`config.mk`:
```
export PLATFORM = sky130hd
export DESIGN_NAME = pc_fetch_ctrl_flat
export DESIGN_NICKNAME = d
export VERILOG_FILES = /design/src/rtl/cpu_pkg.sv /design/src/rtl/pc_fetch_ctrl_if.sv /design/src/rtl/npc_calc.sv /design/src/rtl/pc_fetch_ctrl.sv /design/src/flat_wrapper.sv
export SDC_FILE = /design/constraint.sdc
export NUM_CORES = 1
export LEC_CHECK = 0
export CORE_MARGIN = 2
export CORE_UTILIZATION = 42
export DETAILED_ROUTE_END_ITERATION = 10
export PLACE_DENSITY = 0.87
export RECOVER_POWER = 100
export SYNTH_ARGS = -nofsm -noshare
export SYNTH_HDL_FRONTEND = slang
export SYNTH_SLANG_ARGS = --single-unit
```
`constraint.sdc`:
```
create_clock -name CLK -period 3.5 [get_ports CLK]
set_clock_uncertainty 0.15 [all_clocks]
set_input_delay 0.7 -clock CLK [delete_from_list [all_inputs] [get_ports CLK]]
set_output_delay 0.7 -clock CLK [all_outputs]
set_load 0.01 [all_outputs]
```
`src/rtl/cpu_pkg.sv`:
```
// rtl/cpu_pkg.sv - shared encodings for the fetch sequencer
package cpu_pkg;

  typedef enum logic [1:0] {
    PC_NEXT   = 2'b00,
    PC_BRANCH = 2'b01,
    PC_JUMP   = 2'b10,
    PC_RSVD   = 2'b11
  } pc_src_e;

  typedef enum logic [1:0] {
    ST_BOOT = 2'b00,
    ST_RUN  = 2'b01,
    ST_HALT = 2'b10
  } state_e;

  localparam logic [5:0] HALT_OP_DEFAULT = 6'b111111;

endpackage

```
`src/rtl/pc_fetch_ctrl_if.sv`:
```
// rtl/pc_fetch_ctrl_if.sv - control/fetch bus between core, instMem and the PC sequencer
interface pc_fetch_ctrl_if;
  logic        Stall;
  logic [1:0]  PCSrc;
  logic [31:0] ExtImm;
  logic [25:0] JumpAddr;
  logic [31:0] IDataOut;
  logic [31:0] IAddr;
  logic [31:0] CurPC;
  logic [31:0] PC4;
  logic        InstrValid;
  logic        Commit;
  logic        Halted;
  logic [31:0] RetireCnt;

  // core side: drives control and instruction word, observes the PC
  modport master (
    output Stall, PCSrc, ExtImm, JumpAddr, IDataOut,
    input  IAddr, CurPC, PC4, InstrValid, Commit, Halted, RetireCnt
  );

  // sequencer side
  modport slave (
    input  Stall, PCSrc, ExtImm, JumpAddr, IDataOut,
    output IAddr, CurPC, PC4, InstrValid, Commit, Halted, RetireCnt
  );
endinterface

```
`src/rtl/npc_calc.sv`:
```
// rtl/npc_calc.sv - combinational next-PC selection
module npc_calc
  import cpu_pkg::*;
(
  input  logic [31:0] cur_pc_i,
  input  logic [1:0]  pc_src_i,
  input  logic [31:0] ext_imm_i,
  input  logic [25:0] jump_addr_i,
  output logic [31:0] pc4_o,
  output logic [31:0] next_pc_o
);

  assign pc4_o = cur_pc_i + 32'd4;

  // branch offset is in words; jump keeps the PC4 segment bits; reserved falls back to PC+4
  always_comb begin
    next_pc_o = pc4_o;
    case (pc_src_i)
      PC_BRANCH: next_pc_o = pc4_o + (ext_imm_i << 2);
      PC_JUMP:   next_pc_o = {pc4_o[31:28], jump_addr_i, 2'b00};
      default:   next_pc_o = pc4_o;
    endcase
  end

endmodule

```
`src/rtl/pc_fetch_ctrl.sv`:
```
// rtl/pc_fetch_ctrl.sv - PC register, boot window, stall/halt sequencing and retire count
module pc_fetch_ctrl
  import cpu_pkg::*;
#(
  parameter logic [31:0] RESET_PC    = 32'h0000_0000,
  parameter int          BOOT_CYCLES = 2,
  parameter int          IMEM_BYTES  = 128,
  parameter logic [5:0]  HALT_OP     = HALT_OP_DEFAULT
) (
  input logic              CLK,
  input logic              Reset,
  pc_fetch_ctrl_if.slave   bus
);

  // BOOT_CYCLES == 0 leaves on the first edge, same as a one-cycle window with counter 0
  localparam logic [7:0]  BOOT_LAST  = (BOOT_CYCLES == 0) ? 8'd0 : 8'(BOOT_CYCLES - 1);
  // fetch address wraps inside instMem; low two bits are always zero
  localparam logic [31:0] IADDR_MASK = 32'(IMEM_BYTES - 1) & ~32'h3;

  state_e      state_q, state_d;
  logic [7:0]  boot_cnt_q, boot_cnt_d;
  logic [31:0] pc_q, pc_d;
  logic [31:0] retire_q, retire_d;
  logic [31:0] pc4;
  logic [31:0] next_pc;
  logic        instr_valid;
  logic        commit;
  logic        halted;
  logic        unused_idata;

  assign unused_idata = ^bus.IDataOut[25:0];

  npc_calc u_npc_calc (
    .cur_pc_i    (pc_q),
    .pc_src_i    (bus.PCSrc),
    .ext_imm_i   (bus.ExtImm),
    .jump_addr_i (bus.JumpAddr),
    .pc4_o       (pc4),
    .next_pc_o   (next_pc)
  );

  // next-state decode: boot countdown, commit/halt handling, same-cycle status outputs
  always_comb begin
    state_d     = state_q;
    boot_cnt_d  = boot_cnt_q;
    pc_d        = pc_q;
    retire_d    = retire_q;
    instr_valid = 1'b0;
    commit      = 1'b0;
    halted      = 1'b0;
    case (state_q)
      ST_BOOT: begin
        boot_cnt_d = boot_cnt_q + 8'd1;
        if (boot_cnt_q == BOOT_LAST) state_d = ST_RUN;
      end
      ST_RUN: begin
        instr_valid = 1'b1;
        commit      = !bus.Stall;
        if (commit) begin
          if (retire_q != 32'hFFFF_FFFF) retire_d = retire_q + 32'd1;
          // the halt instruction retires but the PC stays on it
          if (bus.IDataOut[31:26] == HALT_OP) state_d = ST_HALT;
          else                               pc_d    = next_pc;
        end
      end
      ST_HALT: begin
        halted = 1'b1;
      end
      default: begin
        state_d = ST_BOOT;
      end
    endcase
  end

  // architectural state registers, cleared asynchronously
  always_ff @(posedge CLK or negedge Reset) begin
    if (!Reset) begin
      state_q    <= ST_BOOT;
      boot_cnt_q <= 8'd0;
      pc_q       <= RESET_PC;
      retire_q   <= 32'd0;
    end else begin
      state_q    <= state_d;
      boot_cnt_q <= boot_cnt_d;
      pc_q       <= pc_d;
      retire_q   <= retire_d;
    end
  end

  assign bus.IAddr      = pc_q & IADDR_MASK;
  assign bus.CurPC      = pc_q;
  assign bus.PC4        = pc4;
  assign bus.InstrValid = instr_valid;
  assign bus.Commit     = commit;
  assign bus.Halted     = halted;
  assign bus.RetireCnt  = retire_q;

endmodule

```
`src/flat_wrapper.sv`:
```
// flat-port wrapper written by rule: the top's interface ports become plain ports
module pc_fetch_ctrl_flat import cpu_pkg::*;
#(
  parameter logic [31:0] RESET_PC    = 32'h0000_0000,
  parameter int          BOOT_CYCLES = 2,
  parameter int          IMEM_BYTES  = 128,
  parameter logic [5:0]  HALT_OP     = HALT_OP_DEFAULT
)
  (CLK, Reset, bus_Stall, bus_PCSrc, bus_ExtImm, bus_JumpAddr, bus_IDataOut, bus_IAddr, bus_CurPC, bus_PC4, bus_InstrValid, bus_Commit, bus_Halted, bus_RetireCnt);
  pc_fetch_ctrl_if bus_i ();
  input logic CLK;
  input logic Reset;
  input wire logic [$bits(bus_i.Stall)-1:0] bus_Stall;
  input wire logic [$bits(bus_i.PCSrc)-1:0] bus_PCSrc;
  input wire logic [$bits(bus_i.ExtImm)-1:0] bus_ExtImm;
  input wire logic [$bits(bus_i.JumpAddr)-1:0] bus_JumpAddr;
  input wire logic [$bits(bus_i.IDataOut)-1:0] bus_IDataOut;
  output wire logic [$bits(bus_i.IAddr)-1:0] bus_IAddr;
  output wire logic [$bits(bus_i.CurPC)-1:0] bus_CurPC;
  output wire logic [$bits(bus_i.PC4)-1:0] bus_PC4;
  output wire logic [$bits(bus_i.InstrValid)-1:0] bus_InstrValid;
  output wire logic [$bits(bus_i.Commit)-1:0] bus_Commit;
  output wire logic [$bits(bus_i.Halted)-1:0] bus_Halted;
  output wire logic [$bits(bus_i.RetireCnt)-1:0] bus_RetireCnt;
  assign bus_i.Stall = bus_Stall;
  assign bus_i.PCSrc = bus_PCSrc;
  assign bus_i.ExtImm = bus_ExtImm;
  assign bus_i.JumpAddr = bus_JumpAddr;
  assign bus_i.IDataOut = bus_IDataOut;
  assign bus_IAddr = bus_i.IAddr;
  assign bus_CurPC = bus_i.CurPC;
  assign bus_PC4 = bus_i.PC4;
  assign bus_InstrValid = bus_i.InstrValid;
  assign bus_Commit = bus_i.Commit;
  assign bus_Halted = bus_i.Halted;
  assign bus_RetireCnt = bus_i.RetireCnt;
  pc_fetch_ctrl #(.RESET_PC(RESET_PC), .BOOT_CYCLES(BOOT_CYCLES), .IMEM_BYTES(IMEM_BYTES), .HALT_OP(HALT_OP)) u_core (.CLK(CLK), .Reset(Reset), .bus(bus_i));
endmodule
```
# Word level (Yosys, flattened, before mapping)
# Index checks and enable logic that the tools add are counted.
# word_totals
out_inout_bits	131
wordCells	34
register_bits	74
input_bits	95
# classes
n_reduce_logical	5
eq_ne	10
bitwise_logic	3
n_addsub	4
muxes	8
# ops
op	n
case mux 32 bit (2 select lines)	1
adder 32 x 1 -> 32 bit, second input constant	1
adder 32 x 3 -> 32 bit, second input constant	1
adder 32 bit	1
inequality test 32 bit, second input constant	1
adder 8 x 1 -> 8 bit, second input constant	1
equality test 8 x 1 -> 1 bit, second input constant	1
equality test 6 bit, second input constant	1
2-to-1 mux 2 bit	3
case mux 2 bit (3 select lines)	1
AND reduction 3 bit	2
equality test 2 x 1 -> 1 bit, second input constant	2
equality test 2 bit, second input constant	2
inequality test 2 x 1 -> 1 bit, second input constant	2
AND reduction 4 bit	1
2-to-1 mux 1 bit	3
inverter 1 bit	3
logical NOT 2 bit	1
inequality test 2 bit, second input constant	1
logical NOT 1 bit	1

# Depth between registers and ports, before layout
# depth
word_depth	4
ltp_mapped	15
mapped_depth_nobuf	14

# Cells and area by module
# A second synthesis with hierarchy kept.
# hier_totals
cells_unflattened	695
area_unflattened_um2	6239.7
# modules_own_cells
mod	cells_each	n_inst	area_each_um2
pc_fetch_ctrl	293	1	3520.9
npc_calc	402	1	2718.9

# Least setup slack after synthesis
# No wires, ideal clock.
# synth_timing
kind	register -> register
startpoint	reg u_core.pc_q[2], in the netlist u_core.bus.CurPC[2]
endpoint	reg u_core.pc_q[29], in the netlist u_core.bus.CurPC[29]
path_slack_ns	-0.539
path_buffers	0
stages_incl_launch_ff	14
arrival_ns	3.770
period_less_slack_ns	4.039
t_required_ns	3.231
path_cell_list	dfrtp_1 -> ha_1 -> nand3_4 -> or4_4 -> nor3_1 -> xor2_1 -> ha_1 -> a21oi_1 -> o21ai_0 -> a31oi_1 -> o21ai_0 -> a2111oi_0 -> mux2i_1 -> and2_1
# synth_between
elab_chain_cells	3
# synth_rtl
item	line	rtl
from (decl)	pc_fetch_ctrl.sv:22	logic [31:0] pc_q, pc_d;
from (signal assigned)	pc_fetch_ctrl.sv:85	pc_q <= pc_d;
adder 32 x 3 -> 32 bit	npc_calc.sv:13	assign pc4_o = cur_pc_i + 32'd4;
named net bus_PC4[22]	flat_wrapper.sv:20	output wire logic [$bits(bus_i.PC4)-1:0] bus_PC4;
adder 32 bit	npc_calc.sv:19	PC_BRANCH: next_pc_o = pc4_o + (ext_imm_i << 2);
case mux 32 bit (2 select lines)	npc_calc.sv:18	case (pc_src_i)
# The timed path passes the listed nets, and every way through them passes these cells.
# A chain may end at the register's enable or synchronous reset.

# Final worst setup path
# layout_timing
startpoint	reg u_core.pc_q[10], in the netlist u_core.bus.CurPC[10]
endpoint	reg u_core.pc_q[30], in the netlist u_core.bus.CurPC[30]
# layout_between
elab_chain_cells	3
# layout_rtl
item	line
adder 32 x 3 -> 32 bit (*)	npc_calc.sv:13
adder 32 bit	npc_calc.sv:19
case mux 32 bit (2 select lines) (*)	npc_calc.sv:18
# Every way passes the cells marked *; elsewhere a longest branch is shown, timed or not.

==> metrics.yaml <==
r2r_end: "u_core.bus.CurPC[30]"
cp.arrival_ns: 3.71
syn_inst: 812
ys_ff_latch: 72
place_ws_ns: -0.252
synth_flop_cell: "dfrtp_1"
powerDensity_nw_per_um2: 748
synth_async_sr_flop_share_pct: 100
r2r_cells: 14
design.core.area_um2: 15300
fin_total_pwr_uw: 7710
synth_top_area_share_pct: 27.2
yosysTopAreaCell: "dfrtp_1"
hold_slack_ns: 0.340
ys_top_cells_by_area: "dfrtp_1 (27%), ha_1 (7.6%), xnor2_1 (7.1%)"
final_area_um2: 10300
violations: "capacitance limit, slew limit, setup timing"
place_area_um2: 9460
start_util_pct: 43.2
routed_wl_mm: 24.7
final_net_count: 1250
drt_pass1_iterations: 7
cts_tree: "built"
netlist_top_cells_count: "nand2_1 (100), dfrtp_1 (72), a21oi_1 (67)"
wl_per_cell_um: 18.5
dpl.hpwl_mm: 17.9
clkTransAtPathRegs_ns: 0.06
setup.worst_path.end: "u_core.bus.CurPC[30]"
antenna_cells: 0
syn_area_um2: 6620
yosysWarnings: 0
cts_max_level: 3
antenna_left: 0
clock.fmax_mhz: 274
crit_path_end_kind: "register"
cts_root_buffer: "clkbuf_16"
die_h_um: 130
placed_cells: 1288
setup.worst_path.start: "u_core.bus.CurPC[10]"
status: "complete, but fails checks"
die_x_um: 130
p_leak_uw: 0.00467
ir_drop_mv: 0.531
tightest_slew_ns: 1.88
hp-class: "register to register"
area.growth.synth_to_final_pct: 55.8
drcViolationCount: 0
antenna_found_initial: 0
r2r_setup_slack_ns: -0.14
numPortBuffers: 166
final_cells: 1330
relSlewSlack_pct: -25.3
drv_slew: 32
cts_max_path_buffers: 2
worst-setup-path-type: "register to register"
cap_violations: 1
grt_max_degree: 43
numCtsBuffers: 9
grtUsageMet3_pct: 3.96
die_area_um2: 16800
rsz0062_at_grt: "yes"
yosysSeqAreaShare_pct: 27.2
rows: 45
critPathLaunchType: "register"
ios: 226
insertion_delay_ns: 0.34
cp.required_ns: 3.56
setup_slack_ns: -0.145
period_share_pct: 104
setup_viol_count_final: 11
met2_usage_pct: 47.1
grt_util_met1_pct: 36.7
r2r_start: "u_core.bus.CurPC[10]"
grt-ovfl-total: 0
grt_busiest_layer: "met2"
grt.total_usage_pct: 27.8
finalHoldViolCount: 0
fin_crit_ns: 3.64
gp_congestion: 0.958
drive_above_1_share_pct: 25.2
synth_edf_count: 0
grt_pass1_wl_mm: 37.2
cts.sinks: 72
vias: 7796
via_per_inst: 5.86
synth.avg_cell_area_um2: 8.15
ys_types: 80
grt_pass1_vias: 7537
synth.most_common_cell: "nand2_1"
drt_iter0_markers: 1019
crit_fanout: 3
## state kept, by name, indices dropped and copies added, names as in the netlist
register / cells
u_core.state_q: 2
u_core.bus.RetireCnt: 32
u_core.boot_cnt_q: 8
u_core.bus.CurPC: 30
## cells by family (layout without fill, tap and decap cells)
group,Yosys count,after routing,synth area share (%)
AND/OR/NAND/NOR,307,307,23.7
XOR/XNOR,79,79,10.7
adder cells (fa/ha/maj),41,41,7.87
multiplexers,9,9,1.38
AO/OA/AOI/OAI,213,213,21.1
flip-flops,72,72,27.2
other,1,31,0.0567
buffers and inverters,90,367,8.02
## critical path, stage by stage, from the launching register on
cell      delay (ns)
dfrtp_1         0.40
nand4_2         0.21
or4_4           0.61
buf_6           0.15
nor3_4          0.22
xor2_2          0.32
buf_4           0.20
ha_4            0.14
nand2_2         0.08
buf_4           0.15
nor2_1          0.14
nand2_1         0.09
o21ai_0         0.27
mux2i_1         0.27
o211ai_1        0.11
## metal layers
layer	up-vias	share of wire, %
met2	550	49
met4	0	3.4
met5	-	0
met3	102	9.8
li1	3493	-
met1	3651	38
## how the worst min path moves through the flow
| stage | startpoint | end | slack (ns) | cells after the start |
|---|---|---|---|---|
| after global placement | u_core.boot_cnt_q[7] | u_core.boot_cnt_q[7] | 0.32 | 1 |
| after CTS | Reset | u_core.bus.CurPC[23] | 0.32 | 1 |
| after detailed placement | u_core.boot_cnt_q[7] | u_core.boot_cnt_q[7] | 0.33 | 1 |
| after global routing | u_core.boot_cnt_q[7] | u_core.boot_cnt_q[7] | 0.34 | 1 |
| after floorplan | Reset | u_core.boot_cnt_q[0] | 0.25 | 0 |
| final | u_core.boot_cnt_q[7] | u_core.boot_cnt_q[7] | 0.34 | 1 |
## stage by stage
| stage | TNS, ns | util [%] |
|---|---|---|
| after CTS | -0.104 | 64.7 |
| after global placement | -0.742 | 61.8 |
| after detailed placement | -1.44 | 61.8 |
| after global routing | -2.48 | 67.3 |
| final | -0.897 | 67.3 |
| after floorplan | -0.0000990 | - |
## power by group
group	leakage [µW]	switching, µW	total [µW]	internal (µW)
Clock	0.000133	375	858	482
Sequential	0.000925	275	1340	1060
Combinational	0.00361	2780	5520	2740
Total	0.00467	3430	7710	4280
## placed cells by master, fill, tap and decap left out, types with 5 or more instances in the layout
| cell | instances |
|---|---|
| buf_4 | 160 |
| clkdlybuf4s50_1 | 103 |
| nand2_1 | 95 |
| dfrtp_1 | 68 |
| a21oi_1 | 60 |
| dlygate4sd3_1 | 53 |
| nor2_1 | 52 |
| xnor2_1 | 41 |
| o21ai_0 | 32 |
| conb_1 | 31 |
| nand3_1 | 30 |
| ha_1 | 27 |
| nand4_1 | 22 |
| inv_1 | 20 |
| and3_1 | 19 |
| xor2_1 | 18 |
| nor3_1 | 13 |
| and4_1 | 12 |
| a21o_1 | 12 |
| xnor2_2 | 11 |
| ha_4 | 11 |
| and2_1 | 9 |
| nor2b_1 | 9 |
| a31oi_1 | 9 |
| clkbuf_16 | 9 |
| a21oi_2 | 7 |
| o21bai_1 | 7 |
| o21a_1 | 7 |
| mux2i_1 | 7 |
| a221oi_1 | 7 |
| xor2_2 | 5 |
| o21ai_2 | 5 |
| o22ai_1 | 5 |
## layout make-up
| cell class | count | area, µm² |
|---|---|---|
| Fill cell | 1153 | 5010 |
| Multi-Input combinational cell | 680 | 4970 |
| Timing Repair Buffer | 331 | 2920 |
| Sequential cell | 72 | 1810 |
| Tap cell | 211 | 264 |
| Clock buffer | 10 | 229 |
| Inverter | 20 | 75.1 |
| Clock inverter | 6 | 43.8 |
## timing repair
item,CTS,global route
setup buffers,12,14
setup endpoints to repair,17,25
pin swaps,15,32
hold buffers,0,0
resized for setup,30,66
cloned,0,0
No activity file was read; power rests on OpenSTA's default activity.
